`config.mk`:
```
export PLATFORM = sky130hd
export DESIGN_NAME = debounce_multi
export DESIGN_NICKNAME = d
export VERILOG_FILES = /design/src/rtl/debounce_multi.sv
export SDC_FILE = /design/constraint.sdc
export NUM_CORES = 1
export LEC_CHECK = 0
export BUFFER_PORTS_ARGS = -buffer_cell sky130_fd_sc_hd__buf_2
export CAP_MARGIN = 20
export CORE_ASPECT_RATIO = 0.8
export CORE_UTILIZATION = 63
export DETAILED_ROUTE_END_ITERATION = 6
export HOLD_SLACK_MARGIN = 0.08
export PLACE_DENSITY = 0.79
export SYNTH_ARGS = -nofsm -noshare
export SYNTH_HDL_FRONTEND = slang
export SYNTH_SLANG_ARGS = --single-unit
```
`constraint.sdc`:
```
create_clock -name clk_i -period 5.8 [get_ports clk_i]
set_input_delay 0.58 -clock clk_i [delete_from_list [all_inputs] [get_ports clk_i]]
set_output_delay 0.58 -clock clk_i [all_outputs]
set_load 0.02 [all_outputs]
```
`src/rtl/debounce_multi.sv`:
```
// debounce_multi: N-channel button debouncer with commit-first or restart glitch policy and press/release/long pulses
module debounce_multi #(
  parameter int CHANNELS       = 4,
  parameter int DEBOUNCE_TICKS = 4096,
  parameter int LONG_TICKS     = 0,
  parameter int RESTART        = 0,
  parameter int ACTIVE_LOW     = 0
) (
  input  logic                clk_i,
  input  logic                rst_i,
  input  logic                tp_i,
  input  logic [CHANNELS-1:0] btn_i,
  output logic [CHANNELS-1:0] btn_o,
  output logic [CHANNELS-1:0] press_o,
  output logic [CHANNELS-1:0] release_o,
  output logic [CHANNELS-1:0] long_o
);
  localparam int CW = $clog2(DEBOUNCE_TICKS);
  localparam logic [CW-1:0] CNT_MAX = CW'(DEBOUNCE_TICKS - 1);
  typedef enum logic [1:0] {WAIT_LOW, CNT_HIGH, WAIT_HIGH, CNT_LOW} state_t;
  logic [CHANNELS-1:0] raw, s1_q, s2_q;
  assign raw = btn_i ^ {CHANNELS{ACTIVE_LOW != 0}};
  always_ff @(posedge clk_i or posedge rst_i) begin
    if (rst_i) begin
      s1_q <= '0;
      s2_q <= '0;
    end else begin
      s1_q <= raw;
      s2_q <= s1_q;
    end
  end
  for (genvar c = 0; c < CHANNELS; c++) begin : g_ch
    state_t state_q, state_d;
    logic [CW-1:0] cnt_q, cnt_d;
    logic btn_q, btn_d, press_q, rel_q, last;
    always_comb begin
      last = tp_i && cnt_q == CNT_MAX;
      state_d = state_q;
      cnt_d = cnt_q;
      unique case (state_q)
        WAIT_LOW: if (s2_q[c]) begin
          state_d = CNT_HIGH;
          cnt_d = '0;
        end
        WAIT_HIGH: if (!s2_q[c]) begin
          state_d = CNT_LOW;
          cnt_d = '0;
        end
        CNT_HIGH: if (RESTART != 0 && !s2_q[c]) begin
          state_d = WAIT_LOW;
          cnt_d = '0;
        end else if (last) begin
          state_d = WAIT_HIGH;
          cnt_d = '0;
        end else if (tp_i) cnt_d = cnt_q + 1'b1;
        CNT_LOW: if (RESTART != 0 && s2_q[c]) begin
          state_d = WAIT_HIGH;
          cnt_d = '0;
        end else if (last) begin
          state_d = WAIT_LOW;
          cnt_d = '0;
        end else if (tp_i) cnt_d = cnt_q + 1'b1;
      endcase
      // commit-first reports the level as soon as counting starts; restart only once the window completes
      btn_d = RESTART != 0 ? (state_d == WAIT_HIGH || state_d == CNT_LOW)
                           : (state_d == CNT_HIGH || state_d == WAIT_HIGH);
    end
    always_ff @(posedge clk_i or posedge rst_i) begin
      if (rst_i) begin
        state_q <= WAIT_LOW;
        cnt_q <= '0;
        btn_q <= 1'b0;
        press_q <= 1'b0;
        rel_q <= 1'b0;
      end else begin
        state_q <= state_d;
        cnt_q <= cnt_d;
        btn_q <= btn_d;
        press_q <= btn_d & ~btn_q;
        rel_q <= ~btn_d & btn_q;
      end
    end
    assign btn_o[c] = btn_q;
    assign press_o[c] = press_q;
    assign release_o[c] = rel_q;
    if (LONG_TICKS > 0) begin : g_long
      localparam int HW = $clog2(LONG_TICKS + 1);
      localparam logic [HW-1:0] HOLD_MAX = HW'(LONG_TICKS);
      logic [HW-1:0] hold_q, hold_d;
      logic long_q, long_d;
      always_comb begin
        hold_d = !btn_q ? '0 : (tp_i && hold_q != HOLD_MAX) ? hold_q + 1'b1 : hold_q;
        long_d = hold_d == HOLD_MAX && hold_q != HOLD_MAX;
      end
      always_ff @(posedge clk_i or posedge rst_i) begin
        if (rst_i) begin
          hold_q <= '0;
          long_q <= 1'b0;
        end else begin
          hold_q <= hold_d;
          long_q <= long_d;
        end
      end
      assign long_o[c] = long_q;
    end else begin : g_nolong
      assign long_o[c] = 1'b0;
    end
  end
endmodule
```
## After elaboration in Yosys (flattened, before gate mapping)

Cells that the tools add are included.

| cells by class | value |
|---|---|
| add/sub/neg operators | 4 |
| eq/ne operators | 36 |
| multiplexer cells | 40 |
| bitwise gates (word level) | 16 |
| reduce and logical (&&, ||, !) cells | 20 |

Operators with widths:

| operator | number |
|---|---|
| 12-bit 2-to-1 mux | 16 |
| 12-bit case mux with 3 select lines | 4 |
| 12-bit by 1-bit adder with 12-bit output (second input constant) | 4 |
| 12-bit == test (second input constant) | 4 |
| 2-bit 2-to-1 mux | 16 |
| 2-bit case mux with 4 select lines | 4 |
| 2-bit == test (second input constant) | 12 |
| 2-bit by 1-bit == test with 1-bit output (second input constant) | 8 |
| 2-bit != test (second input constant) | 8 |
| 3-bit by 1-bit != test with 1-bit output (second input constant) | 4 |
| 3-bit AND reduction | 4 |
| 1-bit AND | 8 |
| 2-bit logical NOT | 4 |
| 1-bit inverter | 8 |
| 2-bit OR reduction | 4 |
| 1-bit logical AND | 4 |
| 1-bit logical OR | 4 |

| word-level totals | value |
|---|---|
| bits in registers | 76 |
| input bits | 7 |
| output and inout port bits | 16 |
| word-level logic and storage cells | 138 |

## Longest topological paths before layout

Gate-level depths: netlist (run 1).

| depth | value |
|---|---|
| depth after elaboration | 8 |
| mapped depth | 6 |
| gate-level depth less buffers | 5 |

## Worst setup path before layout (run 1)

Ideal clock, no wire load.

| path | value |
|---|---|
| kind | input -> register |
| from | input tp_i |
| to | register g_ch[2].cnt_q[2] |
| setup time | 0.140 ns |
| arrival | 1.562 ns |
| data required time | 5.660 ns |
| path slack | 4.098 ns |
| stages | 5 |
| path buffers | 2 |
| path through | buf_2 clkbuf_1 o21ai_0 o22ai_1 nor2_1 |

| between the ends | value |
|---|---|
| word-level cells in the longest chain between the ends | 3 |
| elaborated cells between the ends (all ways) | 5 |
| those cells by class | eq/ne (1); mux (2); reduce/logical (2) |

RTL lines:

| item | line | source |
|---|---|---|
| start, declared | 11 | `input logic tp_i,` |
| 1-bit logical AND | 37 | `last = tp_i && cnt_q == CNT_MAX;` |
| 3-bit by 1-bit != test with 1-bit output (no source line) / 12-bit 2-to-1 mux (equally long branches) | - |  |
| 3-bit AND reduction (no source line) / 12-bit case mux with 3 select lines (equally long branches) | - |  |
| end signal, assigned | 77 | `cnt_q <= cnt_d;` |
| end, declared | 34 | `logic [CW-1:0] cnt_q, cnt_d;` |

Parallel ways exist; a longest one is shown, timed or not.
A chain may end at the register's enable or synchronous reset.

## Worst setup path in the final report (run 1)

| path | value |
|---|---|
| from | register g_ch[3].cnt_q[0] |
| to | register g_ch[3].cnt_q[9] |

| between the ends | value |
|---|---|
| word-level cells in the longest chain between the ends | 4 |
| elaborated cells between the ends (all ways) | 8 |
| those cells by class | add/sub (1); eq/ne (2); mux (3); reduce/logical (2) |

RTL lines:

| item | line |
|---|---|
| start, declared | 34 |
| start signal, assigned | 77 |
| 12-bit by 1-bit adder with 12-bit output / 12-bit == test (equally long branches) | 55, 62, 37 |
| 12-bit 2-to-1 mux / 1-bit logical AND (equally long branches) | 55, 62, 37 |
| 12-bit 2-to-1 mux / 3-bit by 1-bit != test with 1-bit output (equally long branches) | - |
| 12-bit case mux with 3 select lines / 3-bit AND reduction (equally long branches) | - |

Parallel ways exist; a longest one is shown, timed or not. The select of a mux whose other input is x is not followed.

==> results of run 1 <==
-- power groups by stage --
stage / Combinational [W] / Clock, W / Sequential (W)
after floorplan: 0.000169 / 0 / 0.000681
after CTS: 0.000204 / 0.000456 / 0.000696
after global placement: 0.000192 / 0 / 0.000701
final: 0.000202 / 0.000443 / 0.000697
after detailed placement: 0.000203 / 0 / 0.000704
after global routing: 0.000236 / 0.000476 / 0.000710
-- metrics by stage --
stage / instance area, sq um / util
after CTS: 3990 / 0.718
after global placement: 3770 / 0.678
after floorplan: 3720 / -
after global routing: 4000 / 0.719
final: 4000 / 0.719
after detailed placement: 3770 / 0.678
-- metal layers --
layer  global-route usage  wire, um  up-vias
met3               0.0677       348        4
met4               0.0729        33        0
met5                    0         0        -
met2                0.352      3030       82
li1                     -         -     1368
met1                0.316      3070     1304
-- final timing paths --
check / endpoint / slack, ps
worst max-delay path: g_ch[3].cnt_q[9]$_DFFE_PP0P_ / 3960
worst min-delay path: s1_q[3]$_DFF_PP0_ / 340
worst max register to register: g_ch[3].cnt_q[9]$_DFFE_PP0P_ / 3960
worst min register to register: s2_q[2]$_DFF_PP0_ / 350
max in group asynchronous: g_ch[2].state_q[1]$_DFF_PP0_ / 4680
min in group asynchronous: g_ch[0].cnt_q[3]$_DFFE_PP0P_ / 500
-- final cells by class --
type | count | area, sq um
inverters | 14 | 52.6
flip-flops and latches | 76 | 1900
multi-input cells | 271 | 1620
clock inverters | 6 | 86.3
well taps | 78 | 97.6
clock buffers | 10 | 138
fillers | 430 | 1560
repair buffers | 20 | 103
-- sequential cells by signal, indices dropped and copies added (netlist names) --
name          flops
g_ch.press_q      4
g_ch.state_q      8
s1_q              4
g_ch.cnt_q       48
s2_q              4
g_ch.rel_q        4
g_ch.btn_q        4
-- Yosys cell counts --
library cell,number
o31ai_1,4
dfrtp_1,76
nand4bb_1,1
or2_2,1
a311o_1,1
or4_1,4
buf_4,16
nor2_1,20
a41oi_2,1
inv_1,14
a21oi_2,2
and4_1,6
o211ai_4,1
clkbuf_1,3
and3_1,8
o211ai_1,5
xor2_1,7
o21ai_0,43
o22ai_1,1
xor2_2,2
o21ai_2,1
or2b_2,1
o21a_1,1
o2111ai_2,2
o311ai_0,2
nand3b_1,2
nand3_1,19
a22o_1,1
nand2b_1,5
o2111ai_1,2
and2_1,8
a21oi_1,26
nand4b_1,4
buf_2,3
and2_0,1
clkbuf_2,1
nand2_1,42
xnor2_1,4
conb_1,1
nand4_1,10
or3_1,24
or4_4,1
ha_1,4
-- logic make-up (layout without fill, tap and decap cells) --
family	Yosys count	in the layout	share of synthesized area
AO/OA/AOI/OAI	93	93	0.155
XOR/XNOR	13	13	0.0347
adder cells (fa/ha/maj)	4	4	0.0135
buffers and inverters	37	50	0.0550
flip-flops	76	76	0.512
other	1	4	0.00101
AND/OR/NAND/NOR	157	157	0.229
==> out/results.txt, run 1 <==
wire length per cell - 13.7 um
Num CTS Buffers - 9
Critical Path Most Common Cell - a21oi_1
Crit path arrival time - 2030 ps
area leader, netlist - dfrtp_1
Port Buffers - 18
CTS tree - done
clock power share - 0.330
total number of yosys warnings - 0
Post-CTS Hold Buffers - 0
Core Region - 5560 sq um
final hold viol count - 0
Worst-path clk slew - 80 ps
DRT iter0 DRCs - 178
most common cell after layout, fill and taps aside - dfrtp_1
P_int - 0.000949 W
clock root buffer - clkbuf_8
Max IR drop VDD - 0.201 mV
hpwl dp - 4310 um
share of the synthesized area in the top cell type - 0.512
Core Rows - 24
unrepaired setup endpoints after global routing - false
Net Sw Frac - 0.293
Pwr Total - 0.00134 W
initial antenna violation count - 0
CP delay by family, top - compound AO/OA/AOI/OAI gates
final period utilization - 0.317
Startpoint Class - flop
Worst Reg2Reg Path Length in Cells - 5
Slew headroom - 0.381
clock skew - 6.67 ps
Leak Pwr - 1.75 nW
Layout area overhead - 7.65%
die area - 6200 sq um
vias per cell - 5.81
worst setup path category - reg2reg
Worst R2R Start - g_ch[3].cnt_q[0]$_DFFE_PP0P_
post-cts sizing count - 0
total congestion overflow - 0
n_diodes - 0
I/O pin count - 23
worst hold path type - in2reg
worst min-delay path startpoint - btn_i[3]
Synth cell types - 43
placed insts - 458
share of cells above drive strength 1 - 0.123
Tmin final - 1840 ps
worst-path fanout max - 8
synth top area cells - dfrtp_1 (51%), o21ai_0 (5.8%), nand2_1 (4.2%)
CTS max path bufs - 2
vias in the first global route - 2,539
Reg power frac - 0.519
final critical-path setup slack - 3960 ps
CP peak stage delay - 610 ps
Net count, final - 403
CP Buf/Inv Count - 0
WL final - 6480 um
Post-Synthesis Cells - 381
Seq/Total Area, Yosys - 0.512
Avg Inst Size Synth - 9.74 sq um
Post-Route Setup TNS - 0 ps
Comb power frac - 0.151
required time of the critical path - 5990 ps
dpl ws - 3650 ps
WP depth - 5
final setup vio count - 0
hold depth - 1
routability congestion estimate - 0.810
crit path cell chain - ha_1, and3_1, nand4_1, a21oi_1, a21oi_1
CP max stage cell - a21oi_1
NetSw - 0.000393 W
Post CTS Setup Buffer Count - 0
Yosys reg bits - 76
Worst Setup SP - g_ch[3].cnt_q[0]$_DFFE_PP0P_
mapped cell area - 3710 sq um
Fmax achieved - 544 MHz
commonest cells after routing, fill and taps aside - dfrtp_1 (76), o21ai_0 (43), nand2_1 (42)
Die Height - 70.6 um
Die W - 87.8 um
Clock Sink Count - 76
later-pin clock latency in the skew report - 340 ps
# H-tree levels - 3
first-pass GRT wire length - 11,100 um
max-cap check violation count - 0
outcome - completed
Routed Antenna Nets - 0
Fin Hold WS - 337 ps
DR vias - 2,758
Power Dens Cells - 336 nW/um^2
Pre-antenna DRT Iters - 5
CP Capture Type - flop
Slew Viols, Final - 0
Non-Filler Instances - 475
Initial Util - 0.668
largest net degree at the start of global routing - 77
Worst Tran Pin Value - 928 ps
overall routing resource usage - 0.229
drc violations - 0
(Power assumes the default switching activity.)
==> run 2: changes to the inputs <==
- CORE_UTILIZATION: 63 -> 54
- PLACE_DENSITY: 0.79 -> 0.72
- clock period: 5.8 -> 1.6 ns (I/O delays scaled with it)
==> out/results.txt, run 2 (same netlist as run 1, synthesis figures left out) <==
outcome - finished, violations left
violated checks - setup timing
wire length per cell - 13.9 um (+2.2%)
Clock Sink Count - 76 (unchanged)
met1 GRT Util - 0.303 (-0.0127)
Worst-path clk slew - 70 ps (about the same)
Cell Area, Placed - 3990 sq um (+6.0%)
routability congestion estimate - 0.793 (-2.1%)
total congestion overflow - 0 (unchanged)
CP Capture Type - flop
Startpoint Class - flop
Max IR drop VDD - 0.616 mV (+210%)
busiest grt layer - met2
Largest Register - g_ch.cnt_q
DRT iter0 DRCs - 155 (-13%)
largest net degree at the start of global routing - 77 (unchanged)
CTS tree - done
max-cap check violation count - 0 (unchanged)
unrepaired setup endpoints after global routing - true
Crit path arrival time - 1920 ps (-110 ps)
overall routing resource usage - 0.213 (-0.0159)
clock root buffer - clkbuf_8
worst setup path category - reg2reg
Tmin final - 1650 ps (-189 ps)
Routed Antenna Nets - 0 (unchanged)
DR vias - 2,932 (+6.3%)
Design Area, Final - 4450 sq um (+11%)
placed insts - 491 (+7.2%)
Die W - 94.7 um (+7.8%)
share of cells above drive strength 1 - 0.238 (+0.115)
largest registers - g_ch.cnt_q x48, g_ch.state_q x8
Core Rows - 26 (+8.3%)
met2 global-route usage - 0.323 (-0.0293)
Pre-antenna DRT Iters - 4 (-1)
final hold viol count - 0 (unchanged)
WL final - 7270 um (+12%)
Initial Util - 0.570 (-0.0976)
final setup vio count - 1 (+1)
# H-tree levels - 3 (unchanged)
Num CTS Buffers - 9 (unchanged)
most common cell after layout, fill and taps aside - dfrtp_1
hpwl dp - 4710 um (+9.2%)
Worst Reg2Reg Path Length in Cells - 5 (unchanged)
commonest cells after routing, fill and taps aside - dfrtp_1 (74), nand2_1 (42), o21ai_0 (41)
Fmax achieved - 607 MHz (+11%)
Layout area overhead - 19.9%
Net count, final - 444 (+10%)
first-pass GRT wire length - 12,200 um (+10%)
final period utilization - 1.03 (+0.713)
I/O pin count - 23 (unchanged)
M3 GR Usage - 0.0589 (-0.00880)
Die Height - 76.1 um (+7.8%)
Layout Utilization - 0.684 (-0.0351)
initial antenna violation count - 0 (unchanged)
clock skew - 8.42 ps (+1.75 ps)
CTS max path bufs - 2 (unchanged)
required time of the critical path - 1870 ps (-4120 ps)
die area - 7210 sq um (+16%)
Core Region - 6510 sq um (+17%)
final critical-path setup slack - -48.4 ps (-4010 ps)
vias in the first global route - 2,720 (+7.1%)
vias per cell - 5.63 (-3.1%)
Leak Pwr - 1.92 nW (+9.7%)
drc violations - 0 (unchanged)
worst-path fanout max - 5 (-3)
Power Dens Cells - 1070 nW/um^2 (+220%)
Slew Viols, Final - 0 (unchanged)
later-pin clock latency in the skew report - 340 ps (about the same)
max FFs per register - 48 (unchanged)
hold depth - 3 (+2)
Port Buffers - 18 (unchanged)
Non-Filler Instances - 521 (+9.7%)
worst hold path type - in2reg
n_diodes - 0 (unchanged)
## run 2: changes by cell type in the layout (fill, tap and decap cells not counted), sizes merged
cell and delta:
clkinv +1, inv -2, clkinvlp +1, buf +37
bufinv -2, dlygate4sd3 +5
## run 2: final timing paths
check / from / to / slack, ps
min reg2reg: s1_q[2]$_DFF_PP0_ / s2_q[2]$_DFF_PP0_ / 350
min: tp_i / g_ch[0].cnt_q[2]$_DFFE_PP0P_ / 230
max in group asynchronous: rst_i / g_ch[2].state_q[1]$_DFF_PP0_ / 790
max reg2reg: g_ch[0].cnt_q[1]$_DFFE_PP0P_ / g_ch[0].cnt_q[10]$_DFFE_PP0P_ / -50
min in group asynchronous: rst_i / g_ch[0].cnt_q[10]$_DFFE_PP0P_ / 440
max: g_ch[0].cnt_q[1]$_DFFE_PP0P_ / g_ch[0].cnt_q[10]$_DFFE_PP0P_ / -50
## run 2: metal layers
layer / wire, um / share of wire
met1: 3580 / 0.49
met5: 0 / 0
met4: 44 / 0.0061
met3: 275 / 0.038
met2: 3370 / 0.46
## run 2: per-stage QoR
step | power, W | setup slack [ps] | TNS [ps] | hold slack [ps]
final | 0.00478 | -48.4 | -48.4 | 227
after global routing | 0.00508 | -122 | -695 | 235
after CTS | 0.00466 | 0.899 | 0 | 204
after detailed placement | 0.00337 | 12.8 | 0 | 271
after global placement | 0.00331 | 50.2 | 0 | 268
after floorplan | 0.00308 | 67.2 | 0 | 191
## run 2: worst max-delay path, stage by stage (launching register included)
cell	delay, ps
dfrtp_1	410
ha_4	160
and3_4	180
o211ai_1	160
or4_1	540
a21oi_2	140
## run 2: timing repair
action                                 CTS  global route
hold buffers                             5             0
setup endpoints to repair                1            33
pin swaps                                0            15
resized for setup                        1            31
endpoints found under the hold margin   80             0
buffers inserted                         0            10
## run 2: cell type report
class                           count  area (sq um)
Fill cell                         505          2060
Inverter                           14          56.3
Multi-Input combinational cell    271          1780
Tap cell                           84           105
Clock inverter                      4          26.3
Timing Repair Buffer               61           442
Sequential cell                    76          1900
Clock buffer                       11           141
## run 2: power breakdown
group	switching, W	total (W)	leakage, nW	internal, W
registers	0.000337	0.00255	0.926	0.00221
clock network	0.000670	0.00126	0.0852	0.000594
logic	0.000499	0.000961	0.912	0.000462
total	0.00151	0.00478	1.92	0.00327
==> run 3: changes to the inputs <==
- PLACE_DENSITY: 0.72 -> 0.83
==> out/results.txt, run 3 (same netlist as run 1, synthesis figures left out) <==
Tmin final - 1610 ps (-37.5 ps)
I/O pin count - 23 (unchanged)
Clock Sink Count - 76 (unchanged)
capturing point of the worst reg2reg path - g_ch[3].cnt_q[10]$_DFFE_PP0P_
most common cell after layout, fill and taps aside - dfrtp_1
Worst Setup SP - g_ch[3].cnt_q[0]$_DFFE_PP0P_
hpwl dp - 5060 um (+7.3%)
Port Buffers - 18 (unchanged)
n_diodes - 0 (unchanged)
worst hold path type - in2reg
CTS tree - done
Die Height - 76.1 um (unchanged)
Crit path arrival time - 1880 ps (-40 ps)
wire length per cell - 14.4 um (+3.4%)
Net count, final - 442 (-0.45%)
dpl ws - -11.7 ps (-24.4 ps)
Fmax achieved - 621 MHz (+2.3%)
first-pass GRT wire length - 12,400 um (+1.5%)
Slew Viols, Final - 0 (unchanged)
Pwr Total - 0.00486 W (+1.7%)
largest registers - g_ch.cnt_q x48, g_ch.state_q x8
P_int - 0.00335 W (+2.5%)
DR vias - 3,006 (+2.5%)
Routed Antenna Nets - 0 (unchanged)
NetSw - 0.00151 W (about the same)
outcome - finished, violations left
DRT iter0 DRCs - 148 (-4.5%)
# H-tree levels - 3 (unchanged)
CP Capture Type - flop
Leak Pwr - 1.91 nW (-0.78%)
Worst-path clk slew - 70 ps (about the same)
max FFs per register - 48 (unchanged)
Largest Register - g_ch.cnt_q
worst-path fanout max - 5 (unchanged)
die area - 7210 sq um (unchanged)
Startpoint Class - flop
Num CTS Buffers - 9 (unchanged)
Worst Reg2Reg Path Length in Cells - 5 (unchanged)
worst min-delay path startpoint - tp_i
Cell Area, Placed - 3980 sq um (-0.38%)
Power Dens Cells - 1110 nW/um^2 (+3.0%)
violated checks - setup timing
Pre-antenna DRT Iters - 4 (unchanged)
Core Rows - 26 (unchanged)
clock skew - 9.47 ps (+1.05 ps)
CTS max path bufs - 2 (unchanged)
vias per cell - 5.79 (+2.9%)
vias in the first global route - 2,850 (+4.8%)
overall routing resource usage - 0.215 (+0.00195)
Die W - 94.7 um (unchanged)
largest net degree at the start of global routing - 55 (-29%)
final hold viol count - 0 (unchanged)
clock root buffer - clkbuf_8
Initial Util - 0.570 (unchanged)
R2R setup slack - -10 ps (+40 ps)
routability congestion estimate - 0.815 (+2.8%)
final critical-path setup slack - -10.9 ps (+37.5 ps)
Core Region - 6510 sq um (unchanged)
commonest cells after routing, fill and taps aside - dfrtp_1 (75), nand2_1 (42), o21ai_0 (37)
final period utilization - 1.01 (-0.0234)
placed insts - 489 (-0.41%)
max-cap check violation count - 0 (unchanged)
Fin Hold WS - 224 ps (-2.35 ps)
total congestion overflow - 0 (unchanged)
share of cells above drive strength 1 - 0.230 (-0.00810)
Comb power frac - 0.193 (-0.008)
Worst R2R Start - g_ch[3].cnt_q[0]$_DFFE_PP0P_
clock power share - 0.283 (+0.018)
final setup vio count - 2 (+1)
drc violations - 0 (unchanged)
Max IR drop VDD - 0.767 mV (+24%)
Design Area, Final - 4400 sq um (-1.2%)
Layout area overhead - 18.4%
Net Sw Frac - 0.310 (-0.00526)
WL final - 7480 um (+3.0%)
fillers - 492 (-2.6%)
unrepaired setup endpoints after global routing - true
Worst Setup EP - g_ch[3].cnt_q[10]$_DFFE_PP0P_
required time of the critical path - 1870 ps (about the same)
later-pin clock latency in the skew report - 340 ps (about the same)
Non-Filler Instances - 519 (-0.38%)
initial antenna violation count - 0 (unchanged)
Reg power frac - 0.523 (-0.011)
worst setup path category - reg2reg
==> run 3: cell count changes in the layout (fill, tap and decap cells not counted), moves of 2 or more <==
| cell | delta |
|---|---|
| a21oi_1 | +4 |
| nor2_2 | +2 |
| a21oi_2 | -4 |
| o21ai_1 | +4 |
| nor2_1 | -2 |
| o21ai_0 | -4 |
| ha_2 | +2 |
==> run 3: area by class of cell <==
type                            count  area [sq um]  share of cell area
Clock buffer                       10           128              0.0290
Clock inverter                      5          53.8              0.0122
Inverter                           14          56.3              0.0128
Multi-Input combinational cell    271          1730               0.393
Sequential cell                    76          1900               0.433
Tap cell                           84           105              0.0239
Timing Repair Buffer               59           423              0.0962
==> run 3: routing by layer <==
| layer | global-route usage | part of all wire |
|---|---|---|
| met5 | 0 | 0 |
| met4 | 0.0621 | 0.0064 |
| met3 | 0.0609 | 0.030 |
| met2 | 0.339 | 0.50 |
| met1 | 0.290 | 0.46 |
==> run 3: timing repair <==
item                       in CTS  in global routing
hold endpoints to repair       80                  0
buffers inserted                3                  7
gates resized for setup         5                 23
setup endpoints to repair       7                 31
hold buffers                    5                  0
pin swaps                       2                 13
==> run 3: critical path, cell delays in order, from the launching register on <==
cell and delay, ps:
dfrtp_1 390, ha_2 220, and3_4 200, o211ai_1 190
or3_1 420, a21oi_2 120
==> run 3: how the worst min path moves through the flow <==
stage                     slack [ps]                             to  cells after the start
after detailed placement         270   g_ch[0].cnt_q[5]$_DFFE_PP0P_                      3
after floorplan                  190              s1_q[0]$_DFF_PP0_                      0
after global routing             230   g_ch[0].cnt_q[0]$_DFFE_PP0P_                      3
after global placement           260  g_ch[3].cnt_q[10]$_DFFE_PP0P_                      3
after CTS                        210   g_ch[0].cnt_q[0]$_DFFE_PP0P_                      3
final                            220   g_ch[0].cnt_q[0]$_DFFE_PP0P_                      3
==> run 3: power groups by stage <==
| stage | registers, W | logic [W] | clock network [W] |
|---|---|---|---|
| after floorplan | 0.00247 | 0.000615 | 0 |
| after global placement | 0.00252 | 0.000768 | 0 |
| after detailed placement | 0.00255 | 0.000834 | 0 |
| after CTS | 0.00252 | 0.000861 | 0.00141 |
| after global routing | 0.00259 | 0.00108 | 0.00149 |
| final | 0.00254 | 0.000939 | 0.00138 |
==> run 3: through the flow <==
| step | util | TNS (ps) |
|---|---|---|
| after floorplan | - | 0 |
| after global placement | 0.611 | 0 |
| after detailed placement | 0.611 | -17.6 |
| after CTS | 0.653 | 0 |
| after global routing | 0.676 | -846 |
| final | 0.676 | -16.7 |
